<file path="src/rtl/vga_pkg.sv">
// Shared types and timing arithmetic for the streaming VGA timing generator.
package vga_pkg;

  localparam int unsigned DEFAULT_CW = 8;

  typedef struct packed {
    logic [DEFAULT_CW-1:0] r;
    logic [DEFAULT_CW-1:0] g;
    logic [DEFAULT_CW-1:0] b;
  } rgb_t;

  typedef enum logic {
    SYNC_WAIT = 1'b0,
    RUN       = 1'b1
  } state_t;

  function automatic int unsigned axis_total(input int unsigned active, input int unsigned fp,
                                             input int unsigned sync, input int unsigned bp);
    return active + fp + sync + bp;
  endfunction

  function automatic int unsigned sync_start(input int unsigned active, input int unsigned fp);
    return active + fp;
  endfunction

  function automatic int unsigned sync_end(input int unsigned active, input int unsigned fp,
                                           input int unsigned sync);
    return active + fp + sync;
  endfunction

endpackage

</file>
<file path="src/rtl/vga_hv_counter.sv">
// Horizontal/vertical raster counters with active-region and sync-window decode.
module vga_hv_counter
  import vga_pkg::*;
#(
  parameter int unsigned H_ACTIVE = 640,
  parameter int unsigned H_FP     = 16,
  parameter int unsigned H_SYNC   = 96,
  parameter int unsigned H_BP     = 48,
  parameter int unsigned V_ACTIVE = 480,
  parameter int unsigned V_FP     = 10,
  parameter int unsigned V_SYNC   = 2,
  parameter int unsigned V_BP     = 33,
  localparam int unsigned H_TOTAL = axis_total(H_ACTIVE, H_FP, H_SYNC, H_BP),
  localparam int unsigned V_TOTAL = axis_total(V_ACTIVE, V_FP, V_SYNC, V_BP),
  localparam int unsigned HW      = (H_TOTAL > 1) ? $clog2(H_TOTAL) : 1,
  localparam int unsigned VW      = (V_TOTAL > 1) ? $clog2(V_TOTAL) : 1
) (
  input  logic          clk,
  input  logic          reset,
  input  logic          enable,
  output logic [HW-1:0] h,
  output logic [VW-1:0] v,
  output logic          active,
  output logic          hs_on,
  output logic          vs_on,
  output logic          origin,
  output logic          frame_end
);

  localparam int unsigned H_SS = sync_start(H_ACTIVE, H_FP);
  localparam int unsigned H_SE = sync_end(H_ACTIVE, H_FP, H_SYNC);
  localparam int unsigned V_SS = sync_start(V_ACTIVE, V_FP);
  localparam int unsigned V_SE = sync_end(V_ACTIVE, V_FP, V_SYNC);

  logic h_last;
  logic v_last;

  assign h_last = (h == HW'(H_TOTAL - 1));
  assign v_last = (v == VW'(V_TOTAL - 1));

  always_ff @(posedge clk) begin
    if (reset || !enable) begin
      h <= '0;
      v <= '0;
    end else if (h_last) begin
      h <= '0;
      v <= v_last ? '0 : v + VW'(1);
    end else begin
      h <= h + HW'(1);
    end
  end

  always_comb begin
    active    = (32'(h) < H_ACTIVE) && (32'(v) < V_ACTIVE);
    hs_on     = (32'(h) >= H_SS) && (32'(h) < H_SE);
    vs_on     = (32'(v) >= V_SS) && (32'(v) < V_SE);
    origin    = (h == '0) && (v == '0);
    frame_end = h_last && v_last;
  end

endmodule

</file>
<file path="src/rtl/vga_stream_timing_gen.sv">
// VGA timing generator fed by a valid/ready pixel stream aligned on start-of-frame,
// with sticky underflow/SOF error flags and automatic resync on the next frame.
module vga_stream_timing_gen
  import vga_pkg::*;
#(
  parameter int unsigned H_ACTIVE = 640,
  parameter int unsigned H_FP     = 16,
  parameter int unsigned H_SYNC   = 96,
  parameter int unsigned H_BP     = 48,
  parameter int unsigned V_ACTIVE = 480,
  parameter int unsigned V_FP     = 10,
  parameter int unsigned V_SYNC   = 2,
  parameter int unsigned V_BP     = 33,
  parameter bit          HS_POL   = 1'b0,
  parameter bit          VS_POL   = 1'b0,
  parameter int unsigned CW       = 8,
  localparam int unsigned H_TOTAL = axis_total(H_ACTIVE, H_FP, H_SYNC, H_BP),
  localparam int unsigned V_TOTAL = axis_total(V_ACTIVE, V_FP, V_SYNC, V_BP),
  localparam int unsigned XW      = (H_TOTAL > 1) ? $clog2(H_TOTAL) : 1,
  localparam int unsigned YW      = (V_TOTAL > 1) ? $clog2(V_TOTAL) : 1
) (
  input  logic          clk,
  input  logic          reset,
  input  logic          enable,
  input  logic          clr_err,
  input  logic [3*CW-1:0] pix_data,
  input  logic          pix_valid,
  input  logic          pix_sof,
  output logic          pix_ready,
  output logic          vga_hs,
  output logic          vga_vs,
  output logic          vga_blank_n,
  output logic [3*CW-1:0] vga_rgb,
  output logic [XW-1:0] x,
  output logic [YW-1:0] y,
  output logic          frame_start,
  output logic          underflow,
  output logic          sof_err
);

  logic [XW-1:0] h;
  logic [YW-1:0] v;
  logic          active;
  logic          hs_on;
  logic          vs_on;
  logic          origin;
  logic          frame_end;

  state_t state;
  state_t state_next;
  logic   consume;
  logic   uf_evt;
  logic   sof_evt;

  vga_hv_counter #(
    .H_ACTIVE (H_ACTIVE),
    .H_FP     (H_FP),
    .H_SYNC   (H_SYNC),
    .H_BP     (H_BP),
    .V_ACTIVE (V_ACTIVE),
    .V_FP     (V_FP),
    .V_SYNC   (V_SYNC),
    .V_BP     (V_BP)
  ) u_hv (
    .clk       (clk),
    .reset     (reset),
    .enable    (enable),
    .h         (h),
    .v         (v),
    .active    (active),
    .hs_on     (hs_on),
    .vs_on     (vs_on),
    .origin    (origin),
    .frame_end (frame_end)
  );

  always_ff @(posedge clk) begin
    if (reset || !enable) begin
      state <= SYNC_WAIT;
    end else begin
      state <= state_next;
    end
  end

  always_comb begin
    state_next = state;
    case (state)
      SYNC_WAIT: if (frame_end && pix_valid && pix_sof) state_next = RUN;
      RUN:       if (uf_evt || sof_evt) state_next = SYNC_WAIT;
      default:   state_next = SYNC_WAIT;
    endcase
  end

  // While waiting for sync, non-SOF pixels are drained and the SOF pixel is held
  // at the head so it can be consumed at (0,0) of the next frame.
  always_comb begin
    pix_ready = 1'b0;
    consume   = 1'b0;
    uf_evt    = 1'b0;
    sof_evt   = 1'b0;
    if (enable && !reset) begin
      case (state)
        SYNC_WAIT: pix_ready = pix_valid && !pix_sof;
        RUN: begin
          if (active) begin
            if (!pix_valid)              uf_evt  = 1'b1;
            else if (pix_sof != origin)  sof_evt = 1'b1;
            else                         consume = 1'b1;
            pix_ready = !sof_evt;
          end
        end
        default: pix_ready = 1'b0;
      endcase
    end
  end

  always_ff @(posedge clk) begin
    if (reset) begin
      vga_hs      <= !HS_POL;
      vga_vs      <= !VS_POL;
      vga_blank_n <= 1'b0;
      vga_rgb     <= '0;
      x           <= '0;
      y           <= '0;
      frame_start <= 1'b0;
      underflow   <= 1'b0;
      sof_err     <= 1'b0;
    end else begin
      underflow <= (underflow && !clr_err) || uf_evt;
      sof_err   <= (sof_err && !clr_err) || sof_evt;
      if (!enable) begin
        vga_hs      <= !HS_POL;
        vga_vs      <= !VS_POL;
        vga_blank_n <= 1'b0;
        vga_rgb     <= '0;
        x           <= '0;
        y           <= '0;
        frame_start <= 1'b0;
      end else begin
        vga_hs      <= hs_on ? HS_POL : !HS_POL;
        vga_vs      <= vs_on ? VS_POL : !VS_POL;
        vga_blank_n <= active;
        vga_rgb     <= consume ? pix_data : '0;
        x           <= h;
        y           <= v;
        frame_start <= origin;
      end
    end
  end

endmodule

</file>
<file path="config.mk">
export PLATFORM = sky130hd
export DESIGN_NAME = vga_stream_timing_gen
export DESIGN_NICKNAME = d
export VERILOG_FILES = /design/src/rtl/vga_pkg.sv /design/src/rtl/vga_hv_counter.sv /design/src/rtl/vga_stream_timing_gen.sv
export SDC_FILE = /design/constraint.sdc
export NUM_CORES = 1
export LEC_CHECK = 0
export CORE_MARGIN = 1.5
export CORE_UTILIZATION = 49
export DETAILED_ROUTE_END_ITERATION = 7
export PLACE_DENSITY = 0.95
export SYNTH_ARGS = -nofsm -noshare
export SYNTH_HDL_FRONTEND = slang
export SYNTH_HIERARCHICAL = 1
export SYNTH_SLANG_ARGS = --single-unit
</file>
<file path="constraint.sdc">
create_clock -name clk -period 4.85 [get_ports clk]
set_input_delay 0.485 -clock clk [delete_from_list [all_inputs] [get_ports clk]]
set_output_delay 0.485 -clock clk [all_outputs]
set_load 0.05 [all_outputs]
</file>
==> summary.md, run 1 <==
| Metric | Value |
|---|---|
| # hold bufs at CTS | `0` |
| Worst-Skew Late Latency | `between 0.3 and 0.4 ns` |
| Rel. slew slack | `0.6201` |
| Post-synthesis cell type count | `35` |
| Comb power frac | `0.048` |
| NumNets Final | `between 300 and 400` |
| Final ANT Viol Nets | `0` |
| DRT iter0 DRCs | `170` |
| Most frequent cells in the layout | `clkdlybuf4s50_1 (80), dfxtp_1 (71), and2_1 (48), nand2_1 (16), nor2_1 (15)` |
| Main synth FF type | `dfxtp_1` |
| Hold crit path type | `reg2reg` |
| Port Buffer Count | `80` |
| Total core area | `slightly below 5000 µm²` |
| Placer Congestion | `approximately 0.94` |
| Layout Cells excl Fill | `~400` |
| Design area | `roughly 3500 µm²` |
| Outcome | `complete, no violations` |
| Sw power | `~0.23 mW` |
| Clock network fraction of total power | `0.386` |
| Clock slew at reported path FFs | `0.07 ns` |
| Crit path launch type | `flop` |
| Maximum VDD drop | `around 0.00018 V` |
| Hold Vio Cnt, Final | `0` |
| Max-slew violations | `0` |
| WP data required | `approximately 4.4 ns` |
| Average size of a mapped cell | `between 10 and 15 µm²` |
| FF+latch count, synth | `71` |
| FP Rows | `25` |
| Antenna diodes | `0` |
| Worst Setup End Kind | `primary output` |
| Post-Syn Instances | `~250` |
| DRC Markers | `0` |
| Asr flop ratio synth | `0` |
| Ys Warns | `6` |
| CTS tree | `built` |
| First-pass GRT wire length | `between 9000 and 10000 µm` |
| Final period util | `0.7171` |
| Vias in the first global route | `slightly above 2000` |
| Initial Utilization | `0.5213` |
| Max-cap violations | `0` |
| Register share of total power | `0.566` |
| Reg-to-reg startpoint | `u_hv/v[5]` |
| Core Util, Final | `0.7317` |
| Gr usage total | `0.2372` |
| Design Power | `1.036 mW` |
| Crit path time final | `3.478 ns` |
| WL/cell | `roughly 16 µm` |
| Worst Clk Skew | `about 0.011 ns` |
| Vias per cell | `between 5 and 6` |
| Max Freq | `287.5 MHz` |
| CP max FO | `8` |
| TNS Setup | `0 ns` |
| Die Footprint | `approximately 5600 µm²` |
| Post-synth EDFFs | `0` |
| Post_cts resized | `0` |
| Total internal power | `approximately 0.81 mW` |
| Root Buffer | `clkbuf_8` |
| RSZ-0062 raised after global routing | `no` |
| Initial antenna violation count | `0` |
| Chip height | `roughly 75 µm` |
| CTS buffer count | `9` |
| P_leak | `1.318 nW` |
| Hold_sp | `underflow` |
| Die width | `74.59 µm` |
| Final setup vio count | `0` |
| Inst Count DP | `390` |
| Grt total ovfl | `0` |
| Final WL | `roughly 6400 µm` |
| # clock sinks | `71` |
| Postcts setup bufs | `0` |
| Share of cells above drive strength 1 | `0.05325` |
| Pin count of the biggest net entering global routing | `28` |
| DRT Pass-1 Iters | `4` |
| Bufs on Longest Clock Path | `2` |
| Sequential area share after synthesis | `0.5660` |
| Area growth, synth to finish | `40.36%` |
| P per Cell Area | `between 200 and 300 nW/µm²` |
| IO Count | `between 80 and 90` |
| Placed Instance Area | `between 3000 and 4000 µm²` |
| Syn Std Cell Area | `approximately 2500 µm²` |
| Syn_nets | `around 280` |
| Worst setup path class | `reg2out` |
| Vias | `around 2200` |
| Commonest non-fill, non-tap cell in the layout | `clkdlybuf4s50_1` |
| Worst setup path start | `u_hv/v[5]` |
| Post-DP HPWL | `4162 µm` |
| Arrival time worst endpoint | `between 2 and 3 ns` |
| Worst Tran Pin Value | `~0.57 ns` |
| Switching Fraction | `0.2213` |
| H-tree depth | `3` |
==> area by class of cell <==
class / count / area [µm²]
fillers: 312 / 1292
repair buffers: 81 / 808.3
flip-flops and latches: 71 / 1421
inverters: 6 / 22.52
multi-input cells: 165 / 1025
clock buffers: 11 / 141.4
clock inverters: 4 / 22.52
well taps: 67 / 83.83
==> state kept, by name, summed over array words and instances (netlist names) <==
| signal | cells |
|---|---|
| vga_blank_n | 1 |
| u_hv/v | 10 |
| u_hv/h | 10 |
| vga_hs | 1 |
| vga_rgb | 24 |
| x | 10 |
| sof_err | 1 |
| state | 1 |
| vga_vs | 1 |
| y | 10 |
| frame_start | 1 |
| underflow | 1 |
==> power groups by stage <==
stage / clock network, mW / registers [mW] / logic (mW)
after floorplan: 0 / 0.604 / 0.0124
after global placement: 0 / 0.599 / 0.0467
after detailed placement: 0 / 0.600 / 0.0475
after CTS: 0.408 / 0.586 / 0.0492
after global routing: 0.431 / 0.586 / 0.0529
final: 0.400 / 0.586 / 0.0496
==> critical path, cell delays in order, from the launching register on <==
cell and delay [ns]:
dfxtp_1 0.37, nor4_1 0.40, nand2_1 0.10, nor3_1 0.46, nand2_1 0.13, a21oi_1 0.22, o21a_1 0.16, clkdlybuf4s50_1 0.80
==> per-stage QoR <==
step / worst slack [ns] / hold slack (ns)
floorplan: 2.654 / 0.4446
global placement: 1.965 / 0.4429
detailed placement: 1.890 / 0.4469
CTS: 1.411 / 0.4898
global route: 1.189 / 0.5143
finish: 1.372 / 0.4859
==> worst paths after layout <==
| path | end | slack, ns | depth (start not counted) |
|---|---|---|---|
| worst max-delay path | pix_ready | 1.37 | 7 |
| worst min-delay path | underflow | 0.49 | 2 |
| worst max register to register | vga_rgb[10] | 2.62 | 6 |
| worst min register to register | underflow | 0.49 | 2 |
==> synthesized netlist by cell type, drive strengths merged, types with 5 or more instances <==
| library cell | number | area [µm²] |
|---|---|---|
| and3 | 5 | 31.28 |
| nand2 | 16 | 60.06 |
| nand4 | 6 | 43.79 |
| xor2 | 8 | 70.07 |
| nor2 | 15 | 56.30 |
| nand3 | 10 | 50.05 |
| and2 | 48 | 300.3 |
| inv | 6 | 22.52 |
| o31ai | 5 | 37.54 |
| o21ai | 6 | 30.03 |
| nand2b | 5 | 31.28 |
| a21oi | 9 | 45.04 |
| dfxtp | 71 | 1421 |
==> kinds of logic after synthesis <==
kind of cell    count (synthesis)  share of synthesized area
flops                          71                     0.5660
buf+inv                        12                    0.02591
compound gates                 23                    0.05481
simple gates                  127                     0.2950
fa+ha+maj                       4                    0.01993
xor+xnor                       11                    0.03837
==> routing by layer <==
layer	routed length, µm	vias to the layer above	global-route usage
met5	0	-	0
met4	109	0	0.09495
met3	582	11	0.08943
met2	3255	112	0.4147
met1	2407	1021	0.2593
li1	-	1006	-
No activity file was read; power rests on OpenSTA's default activity.
==> run 2, diff against run 1 <==
CORE_UTILIZATION = 45   (was 49)
PLACE_DENSITY = 0.89   (was 0.95)
clock period = 3.4 ns   (was 4.85 ns; I/O delays follow)
==> run 2 against run 1 <==
  * Core utilization is 6.3 points lower
  * Clock-buffer cell count unchanged
  * Final area up 3.1%
  * Register-to-register slack worse by 1.4 ns
  * Clock power grew 120%
  * Clock skew decreased by 0.0033 ns
  * Hold slack worse by 0.013 ns
  * Critical endpoint unchanged
  * Highest routed layer unchanged
==> summary.md, run 2 (same netlist as run 1, synthesis figures left out) <==
| Metric | Value |
|---|---|
| Outcome | `complete, no violations (unchanged)` |
| Total core area | `5439 µm² (was 4817 µm²)` |
| Port Buffer Count | `80 (unchanged)` |
| CP max FO | `8 (unchanged)` |
| Crit path launch type | `flop (unchanged)` |
| Worst Tran Pin Value | `0.6811 ns (was 0.5660 ns)` |
| Crit path time final | `roughly 2.5 ns` |
| P_leak | `1.369 nW (was 1.318 nW)` |
| Worst-Skew Late Latency | `0.34 ns (about the same)` |
| Chip height | `77.70 µm (was 74.59 µm)` |
| First-pass GRT wire length | `10050 µm (was 9584 µm)` |
| Worst Clk Skew | `0.007898 ns (was 0.01121 ns)` |
| Hold Vio Cnt, Final | `0 (unchanged)` |
| Bufs on Longest Clock Path | `2 (unchanged)` |
| Hold crit path type | `reg2reg (unchanged)` |
| Gr usage total | `0.2175 (was 0.2372)` |
| # clock sinks | `71 (unchanged)` |
| Share of cells above drive strength 1 | `0.05900 (was 0.05325)` |
| Max-slew violations | `0 (unchanged)` |
| Max-cap violations | `0 (unchanged)` |
| WL/cell | `15.09 µm (was 15.69 µm)` |
| Post_cts resized | `0 (unchanged)` |
| H-tree depth | `3 (unchanged)` |
| Reg2Reg Setup Slack | `1.25 ns (was 2.62 ns)` |
| CTS buffer count | `9 (unchanged)` |
| Top reg by flops | `vga_rgb (unchanged)` |
| Clock network fraction of total power | `0.497 (was 0.386)` |
| Rel. slew slack | `0.5429 (was 0.6201)` |
| P per Cell Area | `495.4 nW/µm² (was 293.9 nW/µm²)` |
| Switching Fraction | `0.1910 (was 0.2213)` |
| Worst setup path class | `reg2out (unchanged)` |
| Sw power | `0.3439 mW (was 0.2292 mW)` |
| Placed Instance Area | `3364 µm² (was 3361 µm²)` |
| DR WL met3 | `401 µm (was 582 µm)` |
| Worst flop-to-flop path endpoint | `u_hv/v[3] (was vga_rgb[10])` |
| IO Count | `81 (unchanged)` |
| Root Buffer | `clkbuf_8 (unchanged)` |
| Die Footprint | `6037 µm² (was 5563 µm²)` |
| DR top layer | `met4 (unchanged)` |
| Arrival time worst endpoint | `2.20 ns (was 2.99 ns)` |
| Comb power frac | `0.039 (was 0.048)` |
| Critical path destination | `pix_ready (unchanged)` |
| DRC Markers | `0 (unchanged)` |
| Commonest non-fill, non-tap cell in the layout | `clkdlybuf4s50_1 (unchanged)` |
| Postcts setup bufs | `0 (unchanged)` |
| DRT Pass-1 Iters | `4 (unchanged)` |
| Vias per cell | `5.071 (was 5.309)` |
| Clock slew at reported path FFs | `0.07 ns (about the same)` |
| Met1 WL | `2540 µm (was 2407 µm)` |
| Cells on worst reg2reg path | `5 (was 6)` |
| Die width | `77.70 µm (was 74.59 µm)` |
| WP data required | `3.06 ns (was 4.37 ns)` |
| Grt total ovfl | `0 (unchanged)` |
| Vias in the first global route | `2074 (was 2061)` |
| Final setup vio count | `0 (unchanged)` |
| Most frequent cells in the layout | `clkdlybuf4s50_1 (79), dfxtp_1 (71), and2_1 (48), nand2_1 (16), nor2_1 (15) (was clkdlybuf4s50_1 (80), dfxtp_1 (71), and2_1 (48), nand2_1 (16), nor2_1 (15))` |
| Worst Setup End Kind | `primary output (unchanged)` |
| Worst setup path start | `u_hv/v[5] (unchanged)` |
| Placer Congestion | `0.7821 (was 0.9440)` |
| CTS tree | `built (unchanged)` |
| FP Rows | `27 (was 25)` |
| Reg-to-reg startpoint | `u_hv/h[0] (was u_hv/v[5])` |
| Initial Utilization | `0.4617 (was 0.5213)` |
| NumNets Final | `368 (unchanged)` |
| Final ANT Viol Nets | `0 (unchanged)` |
| Total internal power | `1.457 mW (was 0.8066 mW)` |
| Final period util | `0.7484` |
| DRT iter0 DRCs | `108 (was 170)` |
| Post-DP HPWL | `4073 µm (was 4162 µm)` |
| Initial antenna violation count | `0 (unchanged)` |
| Met2 WL | `3120 µm (was 3255 µm)` |
| Max reg flops | `24 (unchanged)` |
| TNS Setup | `0 ns (unchanged)` |
| Antenna diodes | `0 (unchanged)` |
| Design area | `3635 µm² (was 3525 µm²)` |
| # hold bufs at CTS | `0 (unchanged)` |
| RSZ-0062 raised after global routing | `no (unchanged)` |
| Vias | `2084 (was 2150)` |
| Max Freq | `393.0 MHz` |
| Maximum VDD drop | `0.0002623 V (was 0.0001774 V)` |
| Area growth, synth to finish | `44.74% (was 40.36%)` |
| Register share of total power | `0.464 (was 0.566)` |
| Final WL | `6203 µm (was 6355 µm)` |
| Pin count of the biggest net entering global routing | `27 (was 28)` |
## run 2: cell types whose count changed in the layout (fill, tap and decap cells not counted), sizes merged
cell / change
clkdlybuf4s50: -1
clkinv: -2
bufinv: +4
buf: +1
clkinvlp: -1
## run 2: area by class of cell
class | instances | area [µm²]
Clock buffer | 11 | 141.4
Timing Repair Buffer | 81 | 805.8
Inverter | 6 | 22.52
Sequential cell | 71 | 1421
Multi-Input combinational cell | 165 | 1025
Tap cell | 72 | 90.09
Clock inverter | 5 | 128.9
Fill cell | 375 | 1804
## run 2: metal layers
metal | up-vias | track usage
met5 | - | 0
met2 | 97 | 0.3887
met4 | 0 | 0.1218
li1 | 1004 | -
met3 | 16 | 0.04941
met1 | 967 | 0.2342
## run 2: worst min path at each step
stage / from / end / slack (ns) / cells after the start
5_1_grt: sof_err / sof_err / 0.51 / 2
3_5_place_dp: sof_err / sof_err / 0.45 / 2
4_1_cts: sof_err / sof_err / 0.48 / 2
6_report: sof_err / sof_err / 0.47 / 2
2_1_floorplan: reset / underflow / 0.41 / 1
3_3_place_gp: sof_err / sof_err / 0.44 / 2
## run 2: metrics by stage
step	cells	utilization	power (mW)	hold WS, ns	worst slack, ns
floorplan	248	-	0.8790	0.4091	1.349
global placement	395	0.6186	0.9219	0.4381	1.320
detailed placement	395	0.6186	0.9229	0.4467	1.247
CTS	411	0.6683	1.810	0.4800	0.8682
global route	411	0.6683	1.855	0.5069	0.6983
finish	411	0.6683	1.801	0.4727	0.8554
## run 2: power groups by stage
stage | Clock, mW | Combinational, mW | Sequential (mW)
floorplan | 0 | 0.0177 | 0.861
global placement | 0 | 0.0668 | 0.855
detailed placement | 0 | 0.0677 | 0.855
CTS | 0.904 | 0.0705 | 0.836
global route | 0.944 | 0.0748 | 0.836
finish | 0.894 | 0.0705 | 0.836
## run 2: worst max-delay path, cell delays in order (launching register included)
cell and delay (ns):
dfxtp_1 0.37, nor4_1 0.40, nand2_1 0.10, nor3_1 0.40, nand3b_1 0.17, a21oi_1 0.07, o21a_1 0.17, buf_4 0.18
==> run 3, diff against run 2 <==
CORE_UTILIZATION = 41   (was 45)
PLACE_DENSITY = 0.86   (was 0.89)
clock period = 2.3 ns   (was 3.4 ns; I/O delays follow)
==> run 3 against run 2 <==
  * Sequential power grew 47%
  * Sequential share of layout area shrank 0.19 points
  * Via count shrank 0.24%
  * Routed wire length shrank 9.1%
  * Clock skew grew 0.0012 ns
  * Die area grew 9.4%
  * First-iteration DRC count shrank 14%
  * Final area grew 0.93%
  * Critical path depth grew 2
  * Total power grew 30%
  * Final cell count grew 1.7%
  * Highest routed layer unchanged
==> summary.md, run 3 (same netlist as run 1, synthesis figures left out) <==
| Metric | Value |
|---|---|
| Port Buffer Count | `80 (unchanged)` |
| Die width | `81.26 µm (was 77.70 µm)` |
| Final period util | `0.9582` |
| Worst-Skew Late Latency | `0.34 ns (about the same)` |
| Max-cap violations | `0 (unchanged)` |
| Reg-to-reg startpoint | `u_hv/h[0] (unchanged)` |
| Final WL | `5636 µm (was 6203 µm)` |
| Vias per cell | `4.974 (was 5.071)` |
| Inst Count DP | `401 (was 395)` |
| Crit path time final | `approximately 2.2 ns` |
| Pin count of the biggest net entering global routing | `25 (was 27)` |
| Maximum VDD drop | `0.0004294 V (was 0.0002623 V)` |
| CTS buffer count | `9 (unchanged)` |
| Clock slew at reported path FFs | `0.07 ns (about the same)` |
| Max-slew violations | `0 (unchanged)` |
| Hold slack | `0.4435 ns (was 0.4727 ns)` |
| Worst Setup End Kind | `primary output (unchanged)` |
| Worst Tran Pin Value | `0.5218 ns (was 0.6811 ns)` |
| # clock sinks | `71 (unchanged)` |
| Grt total ovfl | `0 (unchanged)` |
| IO Count | `81 (unchanged)` |
| Total core area | `5921 µm² (was 5439 µm²)` |
| Vias in the first global route | `1909 (was 2074)` |
| Most frequent cells in the layout | `clkdlybuf4s50_1 (79), dfxtp_1 (68), and2_1 (48), nand2_1 (16), nor2_1 (15) (was clkdlybuf4s50_1 (79), dfxtp_1 (71), and2_1 (48), nand2_1 (16), nor2_1 (15))` |
| Antenna diodes | `0 (unchanged)` |
| Rel. slew slack | `0.6511 (was 0.5429)` |
| P_leak | `1.381 nW (was 1.369 nW)` |
| Worst Clk Skew | `0.009138 ns (was 0.007898 ns)` |
| Hold Vio Cnt, Final | `0 (unchanged)` |
| Placer Congestion | `0.8522 (was 0.7821)` |
| Worst setup path class | `reg2out (unchanged)` |
| NumNets Final | `372 (was 368)` |
| Chip height | `81.26 µm (was 77.70 µm)` |
| Crit path launch type | `flop (unchanged)` |
| DRC Markers | `0 (unchanged)` |
| Layout Cells excl Fill | `418 (was 411)` |
| WP data required | `2.07 ns (was 3.06 ns)` |
| Top reg by flops | `vga_rgb (unchanged)` |
| Final ANT Viol Nets | `0 (unchanged)` |
| Arrival time worst endpoint | `1.97 ns (was 2.20 ns)` |
| Initial Utilization | `0.4241 (was 0.4617)` |
| FP Rows | `28 (was 27)` |
| Die Footprint | `6603 µm² (was 6037 µm²)` |
| Bufs on Longest Clock Path | `2 (unchanged)` |
| Hold crit path type | `in2reg (was reg2reg)` |
| Root Buffer | `clkbuf_8 (unchanged)` |
| Hold_sp | `pix_data[5] (was sof_err)` |
| Outcome | `complete, no violations (unchanged)` |
| CP max FO | `7 (was 8)` |
| CTS tree | `built (unchanged)` |
| Vias | `2079 (was 2084)` |
| Area growth, synth to finish | `46.09% (was 44.74%)` |
| Commonest non-fill, non-tap cell in the layout | `clkdlybuf4s50_1 (unchanged)` |
| Worst setup path start | `u_hv/v[0] (was u_hv/v[5])` |
| DRT Pass-1 Iters | `4 (unchanged)` |
| Gr usage total | `0.1733 (was 0.2175)` |
| H-tree depth | `3 (unchanged)` |
| Post-DP HPWL | `3829 µm (was 4073 µm)` |
| Share of cells above drive strength 1 | `0.09913 (was 0.05900)` |
| DRT iter0 DRCs | `93 (was 108)` |
| First-pass GRT wire length | `8645 µm (was 10050 µm)` |
| Max reg flops | `24 (unchanged)` |
| Initial antenna violation count | `0 (unchanged)` |
| WL/cell | `13.48 µm (was 15.09 µm)` |
| Max Freq | `roughly 450 MHz` |
| Final setup vio count | `0 (unchanged)` |
| P per Cell Area | `639.8 nW/µm² (was 495.4 nW/µm²)` |
==> run 3: cell count changes in the layout (fill, tap and decap cells not counted), moves of 2 or more <==
cell       delta
dfxtp_2       +2
nor3_1        -2
bufinv_16     -3
buf_4         +3
clkinv_2      +2
dfxtp_1       -3
nor4_1        -2
==> run 3: path summary, 6_finish.rpt <==
| path | cells after the start | slack [ns] | end |
|---|---|---|---|
| min reg2reg | 2 | 0.47 | sof_err |
| min | 2 | 0.44 | vga_rgb[5] |
| max reg2reg | 7 | 0.29 | state |
| max | 9 | 0.1 | pix_ready |
==> run 3: cell type report <==
class	count	area [µm²]
fillers	450	2252
flip-flops and latches	71	1428
multi-input cells	165	1069
repair buffers	85	848.3
clock buffers	11	151.4
well taps	75	93.84
clock inverters	5	56.30
inverters	6	22.52
==> run 3: timing repair <==
item,CTS,global route
hold buffers,0,0
resized for setup,3,9
cloned,0,0
pin swaps,0,3
endpoints found under the hold margin,0,0
setup buffers,0,1
endpoints found under the setup margin,1,1
==> run 3: through the flow <==
step | total power [mW] | setup WS [ns] | area [µm²] | TNS (ns) | utilization
2_1_floorplan | 1.299 | 0.3594 | 2511 | 0 | -
3_3_place_gp | 1.369 | 0.3340 | 3403 | 0 | 0.5748
6_report | 2.347 | 0.09619 | 3669 | 0 | 0.6196
4_1_cts | 2.368 | 0.01910 | 3628 | 0 | 0.6128
3_5_place_dp | 1.369 | 0.2262 | 3403 | 0 | 0.5748
5_1_grt | 2.427 | -0.002510 | 3669 | -0.002510 | 0.6196
==> run 3: worst max-delay path, cell delays in order, from the launching register on <==
cell	delay, ns
dfxtp_4	0.38
inv_1	0.05
ha_1	0.19
nor2b_2	0.16
nand2_1	0.11
nor3_4	0.06
nand3b_1	0.18
a21oi_2	0.17
o21a_1	0.20
buf_12	0.15
==> run 3: metal layers <==
layer | GRT usage | wire [µm] | up-vias
li1 | - | - | 1014
met1 | 0.1900 | 2400 | 957
met2 | 0.2934 | 2614 | 98
met3 | 0.07865 | 534 | 10
met4 | 0.06207 | 86 | 0
met5 | 0 | 0 | -
==> run 3: power by group <==
part           total (mW)  internal [mW]  switching, mW
logic               0.110         0.0641         0.0457
registers            1.23           1.23        0.00270
clock network        1.00          0.558          0.445
total                2.35           1.85          0.494
